--- src/rtl/imem_ctrl.sv ---
// Instruction-memory controller: boot-time loader writes into SRAM port 0,
// run-time instruction fetch reads from SRAM port 1 with a one-entry hold
// register to absorb fetch-response backpressure.
//
//   state | meaning
//   BOOT  | loader owns the SRAM, fetches are held off (if_gnt=0)
//   RUN   | fetches are granted, loader writes still accepted
module imem_ctrl #(
  parameter int AW = 9
) (
  input  logic          clk,
  input  logic          rst_n,
  input  logic          if_req,
  input  logic [31:0]   if_addr,
  output logic          if_gnt,
  output logic          if_rvalid,
  output logic [31:0]   if_rdata,
  input  logic          if_rready,
  input  logic          ld_req,
  input  logic [31:0]   ld_addr,
  input  logic [31:0]   ld_wdata,
  input  logic [3:0]    ld_wmask,
  output logic          ld_gnt,
  input  logic          ld_done,
  input  logic          ld_reload,
  output logic          run,
  output logic [9:0]    ld_cnt,
  output logic          sram_csb0,
  output logic          sram_web0,
  output logic [3:0]    sram_wmask0,
  output logic [AW-1:0] sram_addr0,
  output logic [31:0]   sram_din0,
  output logic          sram_csb1,
  output logic [AW-1:0] sram_addr1,
  input  logic [31:0]   sram_dout1
);

  typedef enum logic {BOOT, RUN} state_t;

  state_t        state;
  logic          rdy;
  logic          pend;
  logic          hold_vld;
  logic [31:0]   hold;
  logic [AW-1:0] if_word;
  logic [AW-1:0] ld_word;
  logic          conflict;
  logic          unused_addr_bits;

  assign if_word = if_addr[AW+1:2];
  assign ld_word = ld_addr[AW+1:2];

  // Byte-offset and out-of-range address bits carry no meaning here.
  assign unused_addr_bits = ^{if_addr[31:AW+2], if_addr[1:0],
                              ld_addr[31:AW+2], ld_addr[1:0]};

  // Blocks all grants during the first cycle after reset release.
  always_ff @(posedge clk or negedge rst_n) begin
    if (!rst_n) rdy <= 1'b0;
    else        rdy <= 1'b1;
  end

  // Loader write path: granted immediately, straight onto SRAM port 0.
  always_comb begin
    ld_gnt      = ld_req & rdy;
    sram_csb0   = ~ld_gnt;
    sram_web0   = ~ld_gnt;
    sram_wmask0 = ld_gnt ? ld_wmask : 4'b0000;
    sram_addr0  = ld_word;
    sram_din0   = ld_wdata;
  end

  // Fetch grant: a same-word write in the same cycle wins over the read.
  always_comb begin
    conflict   = ld_req & (ld_word == if_word);
    if_gnt     = if_req & run & ~hold_vld & ~(pend & ~if_rready) & ~conflict;
    sram_csb1  = ~if_gnt;
    sram_addr1 = if_word;
  end

  // Response mux: hold register has priority over live SRAM data.
  always_comb begin
    if_rvalid = hold_vld | pend;
    if (hold_vld)  if_rdata = hold;
    else if (pend) if_rdata = sram_dout1;
    else           if_rdata = 32'h0;
  end

  // Boot/run sequencing with the saturating loader write counter.
  always_ff @(posedge clk or negedge rst_n) begin
    if (!rst_n) begin
      state  <= BOOT;
      run    <= 1'b0;
      ld_cnt <= 10'd0;
    end else begin
      case (state)
        BOOT: begin
          if (ld_gnt && ld_cnt != 10'd1023) ld_cnt <= ld_cnt + 10'd1;
          if (!ld_reload && ld_done) begin
            state <= RUN;
            run   <= 1'b1;
          end
        end
        RUN: begin
          if (ld_reload) begin
            state  <= BOOT;
            run    <= 1'b0;
            ld_cnt <= 10'd0;
          end else if (ld_gnt && ld_cnt != 10'd1023) begin
            ld_cnt <= ld_cnt + 10'd1;
          end
        end
        default: begin
          state <= BOOT;
          run   <= 1'b0;
        end
      endcase
    end
  end

  // Read pipeline: every pending word is either consumed or parked in hold,
  // so pend simply follows the grant; reload drops anything in flight.
  always_ff @(posedge clk or negedge rst_n) begin
    if (!rst_n) begin
      pend     <= 1'b0;
      hold_vld <= 1'b0;
      hold     <= 32'h0;
    end else if (ld_reload) begin
      pend     <= 1'b0;
      hold_vld <= 1'b0;
    end else begin
      pend <= if_gnt;
      if (pend && !if_rready) begin
        hold     <= sram_dout1;
        hold_vld <= 1'b1;
      end else if (hold_vld && if_rready) begin
        hold_vld <= 1'b0;
      end
    end
  end

endmodule
--- config.mk ---
export PLATFORM = sky130hd
export DESIGN_NAME = imem_ctrl
export DESIGN_NICKNAME = d
export VERILOG_FILES = /design/src/rtl/imem_ctrl.sv
export SDC_FILE = /design/constraint.sdc
export NUM_CORES = 1
export LEC_CHECK = 0
export BUFFER_PORTS_ARGS = -buffer_cell sky130_fd_sc_hd__buf_4
export CAP_MARGIN = 20
export CORE_AREA = 2 2 93 95
export CTS_BUF_LIST = sky130_fd_sc_hd__clkbuf_4
export DETAILED_ROUTE_END_ITERATION = 8
export DIE_AREA = 0 0 95 97
export HOLD_SLACK_MARGIN = 0.03
export PLACE_DENSITY = 0.85
export SLEW_MARGIN = 20
export SYNTH_ARGS = -nofsm -noshare
export SYNTH_HDL_FRONTEND = slang
export SYNTH_SLANG_ARGS = --single-unit
--- constraint.sdc ---
create_clock -name clk -period 1.4 [get_ports clk]
set_clock_uncertainty 0.05 [all_clocks]
set_input_delay 0.28 -clock clk [delete_from_list [all_inputs] [get_ports clk]]
set_output_delay 0.28 -clock clk [all_outputs]
set_load 0.01 [all_outputs]
# After elaboration in Yosys (flattened, before gate mapping)
# Cells that the tools add are included.
op_classes:
  muxes: 16
  n_eq_ne: 4
  bitwise: 16
  add_sub_neg: 1
  n_reduce_logical: 9
ops:
  columns: ["cell", "n"]
  rows:
  - ["32-bit two-way mux", 2]
  - ["10-bit two-way mux", 2]
  - ["10-bit case mux with 2 select lines", 1]
  - ["10-bit by 1-bit adder with 10-bit output, second input constant", 1]
  - ["10-bit inequality test, second input constant", 1]
  - ["9-bit == test", 1]
  - ["1-bit two-way mux", 8]
  - ["1-bit NOT", 8]
  - ["1-bit AND", 7]
  - ["1-bit logical AND", 4]
  - ["4-bit two-way mux", 1]
  - ["2-bit inequality test, second input constant", 2]
  - ["1-bit case mux with 2 select lines", 2]
  - ["2-bit AND reduction", 2]
  - ["3-bit nonzero test", 1]
  - ["1-bit logical NOT", 2]
  - ["1-bit bitwise OR", 1]
totals:
  inputBits: 139
  regBits: 47
  out_inout_bits: 103
  word_cells: 53

# Longest topological paths before layout
depth:
  depth_word: 6
  depth_mapped: 5
  ltp_nobuf: 5

# Least setup slack after synthesis
# Ideal clock, no wire load.
synth_path:
  path_type: "reg2reg"
  from: "register ld_cnt[0]"
  to: "register ld_cnt[5]"
  n_path_buf: 0
  required_time_ns: 1.272
  synth_period_minus_slack_ns: 1.630
  setup_slack_ns: -0.230
  setup_time_ns: 0.078
  arrival_time_ns: 1.502
  path_stages_with_launch: 6
  path_cell_list: "dfrtp_1 ha_1 nand2_1 nor3_2 or4_1 a21oi_1"
synth_via:
  elab_chain_len: 5
  word_cells_on_any_way: 6
  classes_between: "add/sub: 1; eq/ne: 1; mux: 3; reduce/logical: 1"
synth_rtl:
  columns: ["element", "line_no", "text"]
  rows:
  - ["from (decl)", "27", "output logic [9:0] ld_cnt,"]
  - ["from (signal assigned)", "98", "if (ld_gnt && ld_cnt != 10'd1023) ld_cnt <= ld_cnt + 10'd1;"]
  - ["from (signal assigned)", "110", "ld_cnt <= ld_cnt + 10'd1;"]
  - ["parallel branches: the longest is 2 deep, another holds 10-bit by 1-bit adder with 10-bit output", null, null]
  - ["10-bit two-way mux (*)", "98, 109", null]
  - ["10-bit two-way mux", "105", "if (ld_reload) begin"]
  - ["10-bit case mux with 2 select lines (*)", "96", "case (state)"]
# Every way passes the cells marked *.
# A chain may end at the register's enable or synchronous reset.

# Worst setup path in the final report
layout_path:
  from: "register pend"
  to: "output if_rdata[8]"
layout_via:
  elab_chain_len: 2
layout_rtl:
  columns: ["element", "line_no", "text"]
  rows:
  - ["from (decl)", "42", "logic pend;"]
  - ["from (signal assigned)", "132", "pend <= if_gnt;"]
  - ["32-bit two-way mux", "85", "else if (pend) if_rdata = sram_dout1;"]
  - ["32-bit two-way mux", "84", "if (hold_vld) if_rdata = hold;"]
  - ["to (decl)", "17", "output logic [31:0] if_rdata,"]
# No other way between the ends.

==> summary.md <==
| Metric | Value |
|---|---|
| Status | finished with violations |
| Failing checks | negative setup slack |
| Placer Congestion | 0.8481 |
| Min Hold Slack | approximately 60 ps |
| Final HPWL DP | 5267 um |
| Setup violators final | 83 |
| Dominant cell type by area after synthesis | dfrtp_1 |
| H-tree Lvls | 2 |
| First-pass GRT wire length | 12790 um |
| Setup_tns | -17040 ps |
| Comb pwr share | 38.4% |
| WL/cell | 16.74 um |
| Worst-margin pin slew | roughly 600 ps |
| CTS root buffer | clkbuf_4 |
| TritonRoute pass-1 iters | 4 |
| Async set-reset flop share out of synthesis | 100.0% |
| Maximum Capacitance Violations | 0 |
| Area Growth Syn to Fin | 60.44% |
| Leak | roughly 2.2 nW |
| Proportion of layout cells with a drive suffix above 1 | 67.68% |
| Drt first-iter violations | 76 |
| Final Hold Violating Endpoints | 0 |
| Final slew viol count | 0 |
| Fin crit period | roughly 1800 ps |
| Most numerous cell in the Yosys netlist | buf_4 |
| IO buf count | 131 |
| Max-Slew Margin vs Limit | roughly three fifths |
| Clock power frac | 15.1% |
| Worst-skew pair later-pin latency | 350 ps |
| Share of the synthesized area in the top cell type | between 40% and 50% |
| Max Fclk | 560.6 MHz |
| Sequential share of power | 46.5% |
| Post-synth top cells | buf_4 (51), dfrtp_1 (47), mux2_2 (32) |
| Nets | 532 |
| CP endpoint kind | output port |
| DRC viols | 0 |
| Initial antenna violation count | 0 |
| Power Internal | a little under 3 mW |
| Die Ht | 97 um |
| Library cells used by synthesis | 38 |
| Mapped Area | ~0.0028 mm2 |
| Synth warn | 0 |
| Worst Setup Start Kind | flip-flop |
| Final Cell Area | 0.004481 mm2 |
| Overall Global Routing Usage | 17.44% |
| Largest net degree at the start of global routing | 48 |
| CTS Buffer Depth | 2 |
| CTS tree | yes |
| # rows | 33 |
| Syn_nets | roughly 400 |
| ANT cells | 0 |
| Final worst path period share | 127.4% |
| Vias | 2542 |
| Die area | between 0.009 and 0.01 mm2 |
| Sw power | 1.208 mW |
| Total power | 4.159 mW |
| Post-synthesis area per instance | 10.82 um2 |
| Vias in the first global route | 2643 |
| CTS clk-pin slew, worst paths | between 100 and 150 ps |
| Synth Register Bits | 47 |
| Top Ports | 242 |
| Core area | approximately 0.008 mm2 |
| Final Instance Count excl. Fillers | 498 |
| Die W | 95 um |
| RSZ-0062 raised after global routing | true |
| Worst Path Required | 1070 ps |
| Main synth FF type | dfrtp_1 |
| Final wirelength | between 8000 and 9000 um |
| Starting Density | between 30 and 40% |
| Crit path DAT | 1450 ps |
| Sequential area share after synthesis | 42.11% |
| Number of cells after detailed placement | 466 |
| Sw frac | about 29% |
| Pwr Density | slightly above 900 mW/mm2 |
| Worst Hold Class | input pin to flip-flop |
| CP Class | flip-flop to output port |
| Synth area leaders | dfrtp_1 (42%), buf_4 (14%), mux2_2 (13%) |
| Crit-path max FO | 31 |
| Placed inst area | 0.003800 mm2 |
| Congestion Overflow GR | 0 |
| Total CTS buffers | 5 |
| Max VDD drop | 0.4344 mV |
| Setup ws final | -383.7 ps |
| DR vias/cell | 5.104 |
| Final ANT Viol Nets | 0 |
| Post-synth EDFFs | 0 |
| Syn Inst Count | 258 |
| Fill cell count | between 600 and 700 |
| Clock sinks | 47 |
-- timing repair --
item / CTS / global route
gates resized for setup: 90 / 23
hold buffers: 1 / 0
setup endpoints to repair: 90 / 94
endpoints found under the hold margin: 47 / 0
buffers inserted: 14 / 9
gates cloned: 4 / 0
pin swaps: 15 / 8
-- power by group through the flow --
stage | Clock [mW] | Combinational (mW) | Sequential, mW
after global placement | 0 | 1.14 | 1.90
final | 0.628 | 1.60 | 1.93
after detailed placement | 0 | 1.19 | 1.94
after CTS | 0.662 | 1.55 | 1.93
after global routing | 0.704 | 1.71 | 1.98
after floorplan | 0 | 0.699 | 1.92
-- worst paths after layout --
| kind | end | depth (start not counted) | slack (ps) | from |
|---|---|---|---|---|
| max | if_rdata[8] | 4 | -380 | pend$_DFF_PN0_ |
| min | hold_vld$_DFFE_PN0P_ | 2 | 60 | if_rready |
| max reg2reg | ld_cnt[8]$_DFF_PN0_ | 6 | -170 | ld_cnt[0]$_DFF_PN0_ |
| min reg2reg | hold[30]$_DFFE_PN0P_ | 1 | 480 | hold[30]$_DFFE_PN0P_ |
| max in group asynchronous | ld_cnt[2]$_DFF_PN0_ | 2 | 450 | rst_n |
| min in group asynchronous | ld_cnt[8]$_DFF_PN0_ | 2 | 410 | rst_n |
-- logic make-up (layout without fill, tap and decap cells) --
logic type	after synthesis	in the layout	synth area share (%)
AOI/OAI and AO/OA	47	47	13.40
xor gates and xnor gates	10	10	3.136
adders and majority gates	1	1	0.4480
buffers and inverters	68	202	16.40
DFF	47	47	42.11
muxes	33	33	13.26
other	1	1	0.1343
and+or+nand+nor	51	52	11.11
-- state kept, by name, summed over array words and instances (netlist names) --
signal    flops
ld_cnt       10
hold         32
pend          1
rdy           1
run           1
state         1
hold_vld      1
-- placed cells by master (no fill, tap or decap), types with 3 or more instances in the layout --
| cell | count |
|---|---|
| inv_1 | 3 |
| and3_4 | 4 |
| nand2_1 | 10 |
| o31ai_1 | 3 |
| a21oi_2 | 3 |
| buf_4 | 144 |
| clkbuf_4 | 6 |
| nor3_2 | 3 |
| nor2_2 | 3 |
| dfrtp_2 | 6 |
| nor2_1 | 3 |
| nand4_1 | 5 |
| xnor2_1 | 9 |
| a22o_1 | 31 |
| mux2_4 | 32 |
| buf_6 | 39 |
| buf_12 | 4 |
| dfrtp_1 | 41 |
-- metal layers --
layer	track usage [%]	share of wire (%)
met1	19.77	38
met2	32.19	53
met3	2.960	6.5
met4	6.020	2.1
met5	0	0
-- cell type report --
class | instances | area [um2] | area share (%)
repair buffers | 190 | 1665 | 37.17
multi-input cells | 144 | 1430 | 31.92
flip-flops and latches | 47 | 1184 | 26.42
well taps | 105 | 131.4 | 2.932
clock buffers | 6 | 45.04 | 1.005
inverters | 4 | 17.52 | 0.3910
clock inverters | 2 | 7.507 | 0.1676
-- metrics by stage --
step / setup WS (ps) / utilization (%)
after floorplan: -110.4 / -
after global placement: -182.2 / 46.72
after detailed placement: -195.6 / 46.72
after CTS: -411.5 / 53.96
after global routing: -448.0 / 55.08
final: -383.7 / 55.08
-- worst max-delay path, cell delays in order, from the launching register on --
cell,delay (ps)
dfrtp_2,450
nor2b_4,140
buf_12,160
a22o_1,200
buf_4,140
No activity file was read; power rests on OpenSTA's default activity.
